**src/rtl/acq_pkg.sv**
```systemverilog
// Shared types and helpers for the acquisition sequencer.
package acq_pkg;

    localparam int STATE_W = 3;

    typedef enum logic [STATE_W-1:0] {
        ST_IDLE    = 3'd0,
        ST_READY   = 3'd1,
        ST_TX_REQ  = 3'd2,
        ST_DELAY   = 3'd3,
        ST_CAPTURE = 3'd4
    } acq_state_e;

    function automatic int packed_w(input int num_ch, input int sample_w);
        return num_ch * sample_w;
    endfunction

endpackage

```
**src/rtl/acq_down_counter.sv**
```systemverilog
// Loadable down-counter that saturates at zero and flags the terminal count.
module acq_down_counter #(
    parameter int W = 16
) (
    input  logic         adc_data_clk,
    input  logic         reset,
    input  logic         load,
    input  logic [W-1:0] load_val,
    input  logic         dec,
    output logic         zero
);

    localparam logic [W-1:0] ONE = W'(1);

    logic [W-1:0] count;

    always_ff @(posedge adc_data_clk) begin
        if (reset) begin
            count <= '0;
        end else if (load) begin
            count <= load_val;
        end else if (dec && (count != '0)) begin
            count <= count - ONE;
        end
    end

    assign zero = (count == '0);

endmodule

```
**src/rtl/acq_sequencer.sv**
```systemverilog
// ADC acquisition sequencer: DAC burst handshake, post-TX delay, N-sample capture, multi-shot.
//
// state   | meaning
// IDLE    | system not ready (lock/alignment/FIFO)
// READY   | armed, waiting for acq_start
// TX_REQ  | DAC burst requested, waiting for tx_done or timeout
// DELAY   | post-TX settling delay
// CAPTURE | writing samples into the capture FIFO
module acq_sequencer
    import acq_pkg::*;
#(
    parameter int NUM_CH     = 2,
    parameter int SAMPLE_W   = 16,
    parameter int CNT_W      = 32,
    parameter int DLY_W      = 16,
    parameter int SHOT_W     = 8,
    parameter int TX_TIMEOUT = 65535
) (
    input  logic                                    adc_data_clk,
    input  logic                                    reset,
    input  logic [CNT_W-1:0]                        cfg_num_samples,
    input  logic [DLY_W-1:0]                        cfg_delay,
    input  logic [SHOT_W-1:0]                       cfg_num_shots,
    input  logic                                    acq_start,
    input  logic                                    acq_abort,
    input  logic                                    sys_locked,
    input  logic                                    adc_data_valid,
    input  logic                                    fifo_busy,
    input  logic                                    fifo_prog_full,
    input  logic [packed_w(NUM_CH, SAMPLE_W)-1:0]   adc_data,
    input  logic                                    tx_done,
    output logic                                    tx_en,
    output logic                                    fifo_wr_en,
    output logic [packed_w(NUM_CH, SAMPLE_W)-1:0]   fifo_din,
    output logic                                    busy,
    output logic                                    acq_done,
    output logic                                    overflow,
    output logic                                    tx_timeout_err,
    output logic [SHOT_W-1:0]                       shot_idx,
    output logic [STATE_W-1:0]                      state_dbg
);

    localparam int                TMO_W    = $clog2(TX_TIMEOUT + 1);
    localparam logic [TMO_W-1:0]  TMO_LOAD = TMO_W'(TX_TIMEOUT);
    localparam logic [CNT_W-1:0]  CNT_ONE  = CNT_W'(1);
    localparam logic [DLY_W-1:0]  DLY_ONE  = DLY_W'(1);
    localparam logic [SHOT_W-1:0] SHOT_ONE = SHOT_W'(1);

    acq_state_e state, state_nxt;

    logic [CNT_W-1:0]  smp_sh;
    logic [DLY_W-1:0]  dly_sh;
    logic [SHOT_W-1:0] shot_last;

    logic tx_en_nxt, wr_en_nxt, done_nxt, ovf_nxt, tmo_err_nxt;
    logic [SHOT_W-1:0] shot_nxt;
    logic latch_cfg, enter_tx, enter_cap, dly_load, shot_end;
    logic ready_ok, stall;
    logic tmo_zero, dly_zero, smp_zero;

    assign ready_ok = sys_locked & adc_data_valid & ~fifo_busy & ~fifo_prog_full;
    assign stall    = fifo_prog_full | fifo_busy;

    always_ff @(posedge adc_data_clk) begin
        if (reset) begin
            state <= ST_IDLE;
        end else begin
            state <= state_nxt;
        end
    end

    always_comb begin
        state_nxt   = state;
        wr_en_nxt   = 1'b0;
        done_nxt    = 1'b0;
        ovf_nxt     = overflow;
        tmo_err_nxt = tx_timeout_err;
        shot_nxt    = shot_idx;
        latch_cfg   = 1'b0;
        enter_tx    = 1'b0;
        enter_cap   = 1'b0;
        dly_load    = 1'b0;
        shot_end    = 1'b0;

        case (state)
            ST_IDLE: begin
                if (ready_ok) state_nxt = ST_READY;
            end
            ST_READY: begin
                if (acq_abort || !ready_ok) begin
                    state_nxt = ST_IDLE;
                end else if (acq_start) begin
                    latch_cfg   = 1'b1;
                    ovf_nxt     = 1'b0;
                    tmo_err_nxt = 1'b0;
                    shot_nxt    = '0;
                    enter_tx    = 1'b1;
                end
            end
            ST_TX_REQ: begin
                if (acq_abort) begin
                    state_nxt = ST_IDLE;
                end else if (tmo_zero) begin
                    tmo_err_nxt = 1'b1;
                    state_nxt   = ST_IDLE;
                end else if (tx_done) begin
                    if (dly_sh != '0) begin
                        dly_load  = 1'b1;
                        state_nxt = ST_DELAY;
                    end else if (smp_sh != '0) begin
                        enter_cap = 1'b1;
                    end else begin
                        shot_end = 1'b1;
                    end
                end
            end
            ST_DELAY: begin
                if (acq_abort) begin
                    state_nxt = ST_IDLE;
                end else if (dly_zero) begin
                    if (smp_sh != '0) enter_cap = 1'b1;
                    else              shot_end  = 1'b1;
                end
            end
            ST_CAPTURE: begin
                if (acq_abort) begin
                    state_nxt = ST_IDLE;
                end else begin
                    // a stalled sample is dropped but still consumes its slot
                    wr_en_nxt = ~stall;
                    if (stall) ovf_nxt = 1'b1;
                    if (smp_zero) shot_end = 1'b1;
                end
            end
            default: state_nxt = ST_IDLE;
        endcase

        if (shot_end) begin
            if (shot_idx < shot_last) begin
                shot_nxt = shot_idx + SHOT_ONE;
                enter_tx = 1'b1;
            end else begin
                done_nxt  = 1'b1;
                state_nxt = ST_IDLE;
            end
        end
        if (enter_tx)  state_nxt = ST_TX_REQ;
        if (enter_cap) state_nxt = ST_CAPTURE;

        // request is raised one cycle after entering TX_REQ and dropped on exit
        tx_en_nxt = (state == ST_TX_REQ) && (state_nxt == ST_TX_REQ) && !enter_tx;
    end

    always_ff @(posedge adc_data_clk) begin
        if (reset) begin
            tx_en          <= 1'b0;
            fifo_wr_en     <= 1'b0;
            fifo_din       <= '0;
            acq_done       <= 1'b0;
            overflow       <= 1'b0;
            tx_timeout_err <= 1'b0;
            shot_idx       <= '0;
            smp_sh         <= '0;
            dly_sh         <= '0;
            shot_last      <= '0;
        end else begin
            tx_en          <= tx_en_nxt;
            fifo_wr_en     <= wr_en_nxt;
            acq_done       <= done_nxt;
            overflow       <= ovf_nxt;
            tx_timeout_err <= tmo_err_nxt;
            shot_idx       <= shot_nxt;
            if (state == ST_CAPTURE) fifo_din <= adc_data;
            if (latch_cfg) begin
                smp_sh    <= cfg_num_samples;
                dly_sh    <= cfg_delay;
                shot_last <= (cfg_num_shots == '0) ? '0 : cfg_num_shots - SHOT_ONE;
            end
        end
    end

    acq_down_counter #(.W(TMO_W)) u_tmo_cnt (
        .adc_data_clk (adc_data_clk),
        .reset        (reset),
        .load         (enter_tx),
        .load_val     (TMO_LOAD),
        .dec          (state == ST_TX_REQ),
        .zero         (tmo_zero)
    );

    acq_down_counter #(.W(DLY_W)) u_dly_cnt (
        .adc_data_clk (adc_data_clk),
        .reset        (reset),
        .load         (dly_load),
        .load_val     (dly_sh - DLY_ONE),
        .dec          (state == ST_DELAY),
        .zero         (dly_zero)
    );

    acq_down_counter #(.W(CNT_W)) u_smp_cnt (
        .adc_data_clk (adc_data_clk),
        .reset        (reset),
        .load         (enter_cap),
        .load_val     (smp_sh - CNT_ONE),
        .dec          (state == ST_CAPTURE),
        .zero         (smp_zero)
    );

    assign busy      = (state != ST_IDLE) && (state != ST_READY);
    assign state_dbg = state;

endmodule

```
**config.mk**
```make
export PLATFORM = sky130hd
export DESIGN_NAME = acq_sequencer
export DESIGN_NICKNAME = d
export VERILOG_FILES = /design/src/rtl/acq_pkg.sv /design/src/rtl/acq_down_counter.sv /design/src/rtl/acq_sequencer.sv
export SDC_FILE = /design/constraint.sdc
export NUM_CORES = 1
export LEC_CHECK = 0
export ABC_AREA = 1
export CAP_MARGIN = 20
export CORE_MARGIN = 2
export CORE_UTILIZATION = 39
export DETAILED_ROUTE_END_ITERATION = 10
export PLACE_DENSITY = 0.67
export SETUP_SLACK_MARGIN = 0.02
export SKIP_CTS_REPAIR_TIMING = 1
export SLEW_MARGIN = 5
export SYNTH_ARGS = -nofsm -noshare
export SYNTH_HDL_FRONTEND = slang
export SYNTH_SLANG_ARGS = --single-unit
```
**constraint.sdc**
```tcl
create_clock -name adc_data_clk -period 3.5 [get_ports adc_data_clk]
set_input_delay 0.35 -clock adc_data_clk [delete_from_list [all_inputs] [get_ports adc_data_clk]]
set_output_delay 0.35 -clock adc_data_clk [all_outputs]
set_load 0.02 [all_outputs]
```
==> impl_metrics.py, run 1 <==
metrics = {
    "clock_tree": {
        "clock_latency_ns": 0.43,
        "cts_inserted_buffers": 17,
        "root_buffer": "clkbuf_16",
        "cts_buffer_depth": 2,
        "path_clk_slew_ns": 0.07,
        "cts.sinks": 168,
        "cts_max_level": 4,
        "cts_tree": "done",
    },
    "flow_run": {
        "cap_violations": 0,
    },
    "global_route": {
        "grt_pass1_wl_um": 41300,
        "grt_antenna_before_repair": 0,
        "grt_max_degree": 66,
        "track_usage_pct": 20.6,
        "gr-total-overflow": 0,
        "grt_pass1_vias": 8565,
    },
    "worst_setup_path": {
        "cp_cell_sequence": "inv_1, ha_1, nand2_2, nor2_2, nand2_2, nand3_4, nor2_4, inv_2, o21ai_1, ha_1, inv_1, nor2_1, inv_1, nor2_1, nand3_1, xnor2_1, o21bai_1, inv_1",
        "slowest_delay_ns": 0.43,
        "arrival_ns": 3.35,
        "critPathKind": "flop to flop",
        "crit_slowest_cell": "nor2_4",
        "cp-end-kind": "flop",
        "crit_fanout": 26,
        "crit_path_start_kind": "flop",
        "cp.required_ns": 3.82,
        "cpMostUsedCell": "inv_1",
    },
    "timing": {
        "finClkSkew_ns": 0.00900,
        "worst_pin_slew_ns": 0.579,
        "hold_viol": 0,
        "report.final.slew_viol_count": 0,
        "setup-tns-final_ns": 0,
        "fin_crit_ns": 3.03,
        "rsz0062_at_grt": "false",
        "setup-violations-final": 0,
        "finalCritPeriodShare_pct": 86.6,
        "max_freq_ghz": 0.330,
        "whs_ns": 0.462,
        "slew_headroom_pct": 61.3,
    },
    "yosys": {
        "synth_compound_area_share_pct": 17.7,
        "syn-instance-count": 1414,
        "yosys.area_share.simple_pct": 30.1,
        "syn_area_sq_um": 9230,
        "ys_seq_area_share_pct": 36.4,
        "synth_edf_count": 0,
        "synth_area_leaders": "dfxtp_1, nand2_1, nor2_1, o21ai_0, inv_1",
        "synth_most_common_cell": "nand2_1",
        "synth_top_area_share_pct": 36.4,
        "ys_ff_latch": 168,
        "synth_top_area_cell": "dfxtp_1",
        "synth_xor_area_share_pct": 2.66,
        "synth_flop_cell": "dfxtp_1",
        "synthesis.nets": 1523,
        "synthTopCellsByCount": "nand2_1, nor2_1, inv_1",
        "post_synth.cell_area_avg_sq_um": 6.53,
        "ys_types": 51,
        "synth_top_family_by_area": "simple AND/OR/NAND/NOR gates",
        "synth_mux_area_share_pct": 0,
        "ys_async_sr_fraction_pct": 0,
        "synthAdderAreaFrac_pct": 1.63,
        "ys.warnings.count": 0,
    },
    "floorplanning": {
        "die_area_sq_um": 24900,
        "die_h_um": 158,
        "io_pins": 146,
        "core_area_sq_um": 23300,
        "start_util_pct": 39.6,
        "fp.dieW_um": 158,
        "rows": 56,
    },
    "route": {
        "vias_per_cell": 4.93,
        "drc": 0,
        "drt_iter0_markers": 564,
        "drt-pass1-iter-count": 6,
        "wirelength_um": 25600,
        "num_vias": 9197,
        "post_drt_wl_per_cell_um": 13.7,
        "antenna_left": 0,
    },
    "final_layout": {
        "area_growth_syn_to_layout_pct": 24.7,
        "diodes": 0,
        "drive_gt1_share_pct": 6.40,
        "fin_area_sq_um": 11500,
        "area.sequential_sq_um": 3360,
        "fillers": 2353,
        "layout.nets": 1643,
        "multi_input_comb_area_sq_um": 4810,
    },
    "place": {
        "routabilityCongestion": 0.918,
        "place_area_sq_um": 10900,
        "dp_hpwl_um": 18800,
        "io_buffers": 145,
    },
    "power": {
        "powerDensity_nw_per_um2": 348,
        "leakagePower_nw": 5.51,
        "ir_drop_mv": 0.281,
    },
    "hold_path": {
        "hold_class": "flop to flop",
    },
    "status": {
        "outcome": "finished clean",
    },
}
## path summary, 6_finish.rpt
path | from | to | slack [ns] | depth (start not counted)
hold reg to reg | tx_timeout_err | tx_timeout_err | 0.46 | 2
setup / recovery | u_tmo_cnt.count[0] | u_dly_cnt.count[10] | 0.47 | 18
hold / removal | tx_timeout_err | tx_timeout_err | 0.46 | 2
setup reg to reg | u_tmo_cnt.count[0] | u_dly_cnt.count[10] | 0.47 | 18
## through the flow
step | util, % | cells | setup WS, ns | power [W]
final | 49.3 | 1866 | 0.468 | 0.00401
after global routing | 49.3 | 1866 | 0.108 | 0.00414
after CTS | 49.3 | 1866 | 0.495 | 0.00404
after detailed placement | 46.8 | 1834 | 0.368 | 0.00214
after global placement | 46.8 | 1834 | 0.498 | 0.00214
after floorplan | - | 1414 | 0.903 | 0.00201
## cell families after synthesis
| family | count (synthesis) |
|---|---|
| xor gates and xnor gates | 28 |
| and+or+nand+nor | 647 |
| adders and majority gates | 12 |
| buffers and inverters | 262 |
| DFF | 168 |
| AOI/OAI and AO/OA | 297 |
## power breakdown
part	total (W)	internal (W)	switching [W]	leakage, nW
registers	0.00191	0.00191	0.000000883	1.35
logic	0.000184	0.000113	0.0000706	3.88
clock network	0.00191	0.00112	0.000788	0.278
## placed cells by master (no fill, tap or decap), types with 10 or more instances in the layout
| cell | instances |
|---|---|
| nand2_1 | 273 |
| nand2_2 | 14 |
| ha_1 | 12 |
| buf_4 | 13 |
| o21ai_0 | 155 |
| nor4_1 | 10 |
| clkbuf_16 | 17 |
| nor2_2 | 11 |
| inv_1 | 196 |
| nor2_1 | 213 |
| dfxtp_1 | 168 |
| xor2_1 | 18 |
| xnor2_1 | 10 |
| nand3_1 | 85 |
| clkdlybuf4s50_1 | 145 |
| a21oi_1 | 82 |
| nand4_1 | 13 |
## sequential cells by signal, summed over array words and instances (netlist names)
name and cells:
fifo_din 32, smp_sh 32, u_smp_cnt.count 32, dly_sh 16, u_dly_cnt.count 16, u_tmo_cnt.count 16, shot_idx 8, shot_last 8
state_dbg 3, acq_done 1, fifo_wr_en 1, overflow 1, tx_en 1, tx_timeout_err 1
## cell type report
| class | count | share of cell area [%] |
|---|---|---|
| clock buffer | 21 | 3.83 |
| tap | 319 | 3.47 |
| multi-input combinational | 984 | 41.8 |
| clock inverter | 11 | 1.29 |
| sequential | 168 | 29.2 |
| timing repair buffer | 160 | 13.8 |
| inverter | 203 | 6.63 |
## metal layers
layer  wire length [um]  GRT usage [%]  share of wire, %
met5                  0              0                 0
met4                512           6.58               2.0
met3               1220           3.70               4.8
met2              12200           34.8                48
met1              11700           26.5                45
## critical path, delay by kind of cell, from the launching register on
| family | cells | cell delay (ns) |
|---|---|---|
| adder cells (fa/ha/maj) | 2 | 0.39 |
| flip-flops | 1 | 0.33 |
| buffers and inverters | 5 | 0.44 |
| AO/OA/AOI/OAI | 2 | 0.37 |
| AND/OR/NAND/NOR | 8 | 1.25 |
| XOR/XNOR | 1 | 0.15 |
Note: power is estimated with default switching activity, not from simulation.
==> run 2, diff against run 1 <==
--- a/config.mk
+++ b/config.mk
@@ -7,8 +7,9 @@
 export LEC_CHECK = 0
 export ABC_AREA = 1
 export CAP_MARGIN = 20
-export CORE_MARGIN = 2
+export CORE_MARGIN = 4
 export CORE_UTILIZATION = 39
+export CTS_CLUSTER_SIZE = 10
 export DETAILED_ROUTE_END_ITERATION = 10
 export PLACE_DENSITY = 0.67
 export SETUP_SLACK_MARGIN = 0.02
==> impl_metrics.py, run 2 (synthesis results as in run 1) <==
metrics = {
    "clock_tree": {
        "cts_buffer_depth": 2,
        "path_clk_slew_ns": 0.08,
        "root_buffer": "clkbuf_16",
        "clock_latency_ns": 0.44,
        "cts.sinks": 168,
        "cts_tree": "done",
        "cts_inserted_buffers": 17,
        "cts_max_level": 4,
    },
    "flow_run": {
        "cap_violations": 0,
    },
    "worst_setup_path": {
        "r2r-end": "u_dly_cnt.count[10]",
        "arrival_ns": 3.38,
        "crit_fanout": 26,
        "ff2ff_path_depth": 18,
        "cp.required_ns": 3.84,
        "cp-end-kind": "flop",
        "critPathKind": "flop to flop",
        "r2r_setup_slack_ns": 0.46,
        "crit_path_start_kind": "flop",
        "reg2reg_from": "u_tmo_cnt.count[0]",
    },
    "timing": {
        "worst_pin_slew_ns": 0.678,
        "report.final.slew_viol_count": 0,
        "fin_crit_ns": 3.04,
        "rsz0062_at_grt": "false",
        "max_freq_ghz": 0.329,
        "finalCritPeriodShare_pct": 87.0,
        "slew_headroom_pct": 54.4,
        "hold_viol": 0,
        "finClkSkew_ns": 0.0151,
        "setup-violations-final": 0,
        "setup-tns-final_ns": 0,
    },
    "final_layout": {
        "multi_input_comb_area_sq_um": 4810,
        "mostFrequentLayoutCells": "nand2_1, nor2_1, inv_1, dfxtp_1, o21ai_0",
        "utilization_pct": 49.0,
        "diodes": 0,
        "drive_gt1_share_pct": 6.59,
        "area_growth_syn_to_layout_pct": 24.3,
        "layout.nets": 1643,
        "fin_cells": 1866,
        "reg_top3": "fifo_din (32), smp_sh (32), u_smp_cnt.count (32)",
        "area.sequential_sq_um": 3360,
        "fillers": 2403,
        "mostFrequentLayoutCell": "nand2_1",
    },
    "global_route": {
        "grt_pass1_wl_um": 42500,
        "gr-total-overflow": 0,
        "grt_antenna_before_repair": 2,
        "grt_pass1_vias": 8625,
        "track_usage_pct": 19.6,
        "grt_max_degree": 101,
    },
    "power": {
        "leakagePower_nw": 5.50,
        "powerDensity_nw_per_um2": 341,
        "ir_drop_mv": 0.287,
    },
    "hold_path": {
        "worstHoldEndpoint": "tx_timeout_err",
        "hold_path_depth": 2,
        "hold_class": "flop to flop",
        "worstHoldStart": "tx_timeout_err",
    },
    "route": {
        "vias_per_cell": 4.93,
        "num_vias": 9196,
        "drt_iter0_markers": 653,
        "wirelength_um": 26000,
        "drt-pass1-iter-count": 5,
        "post_drt_wl_per_cell_um": 13.9,
        "drc": 0,
        "antenna_left": 0,
    },
    "floorplanning": {
        "die_h_um": 162,
        "fp.dieW_um": 162,
        "rows": 56,
        "core_area_sq_um": 23400,
        "start_util_pct": 39.4,
        "io_pins": 146,
        "die_area_sq_um": 26200,
    },
    "place": {
        "routabilityCongestion": 0.918,
        "dp_hpwl_um": 18800,
        "dp.cells": 1834,
        "io_buffers": 145,
    },
    "status": {
        "outcome": "finished clean",
    },
}
==> run 2: cell count changes in the layout (fill, tap and decap cells not counted), sizes merged <==
cell / previous run / this run
bufinv: 3 / 0
clkbuf: 21 / 19
clkinv: 6 / 4
inv: 202 / 209
==> run 2: cell type report <==
type / instances / area share (%)
Multi-Input combinational cell: 984 / 41.9
Sequential cell: 168 / 29.3
Timing Repair Buffer: 160 / 13.8
Inverter: 203 / 6.65
Clock buffer: 19 / 3.86
Tap cell: 319 / 3.48
Clock inverter: 13 / 0.938
==> run 2: worst max-delay path by stage <==
stage / end / start
finish: u_dly_cnt.count[10] / u_tmo_cnt.count[0]
floorplan: u_smp_cnt.count[18] / u_tmo_cnt.count[0]
global placement: u_dly_cnt.count[10] / acq_abort
detailed placement: u_dly_cnt.count[10] / acq_abort
global route: u_dly_cnt.count[12] / u_tmo_cnt.count[0]
CTS: u_dly_cnt.count[10] / u_tmo_cnt.count[0]
==> run 2: report_power, final <==
| part | total, W | internal (W) | switching, W |
|---|---|---|---|
| clock | 0.00181 | 0.000948 | 0.000866 |
| sequential | 0.00191 | 0.00191 | 0.000000926 |
| combinational | 0.000184 | 0.000114 | 0.0000707 |
| total | 0.00391 | 0.00297 | 0.000938 |
==> run 2: critical path, cell delays in order, from the launching register on <==
cell and delay (ns):
dfxtp_1 0.34, inv_1 0.07, ha_1 0.22, nand2_2 0.13, nor2_2 0.07, nand2_2 0.09
nand3_4 0.09, nor2_4 0.46, inv_2 0.19, o21ai_1 0.25, ha_1 0.18, inv_1 0.06
nor2_1 0.10, inv_1 0.07, nor2_1 0.20, nand3_1 0.12, xnor2_1 0.15, o21bai_1 0.12
inv_1 0.05
==> run 2: per-stage QoR <==
step           cell area (sq um)  hold WS, ns  power [W]  setup slack (ns)
5_1_grt                    11500        0.488    0.00405             0.101
4_1_cts                    11500        0.467    0.00395             0.473
6_report                   11500        0.464    0.00391             0.456
3_5_place_dp               10900        0.452    0.00214             0.354
2_1_floorplan               9230        0.427    0.00201             0.903
3_3_place_gp               10900        0.455    0.00214             0.392
==> run 2: layer usage <==
| metal | share of wire (%) | vias up | routed length (um) | track usage (%) |
|---|---|---|---|---|
| met5 | 0.073 | - | 19 | 0 |
| met4 | 1.7 | 4 | 442 | 5.61 |
| met3 | 5.7 | 39 | 1480 | 5.00 |
| met2 | 48 | 236 | 12500 | 33.0 |
| met1 | 45 | 4155 | 11600 | 24.9 |
| li1 | - | 4762 | - | - |
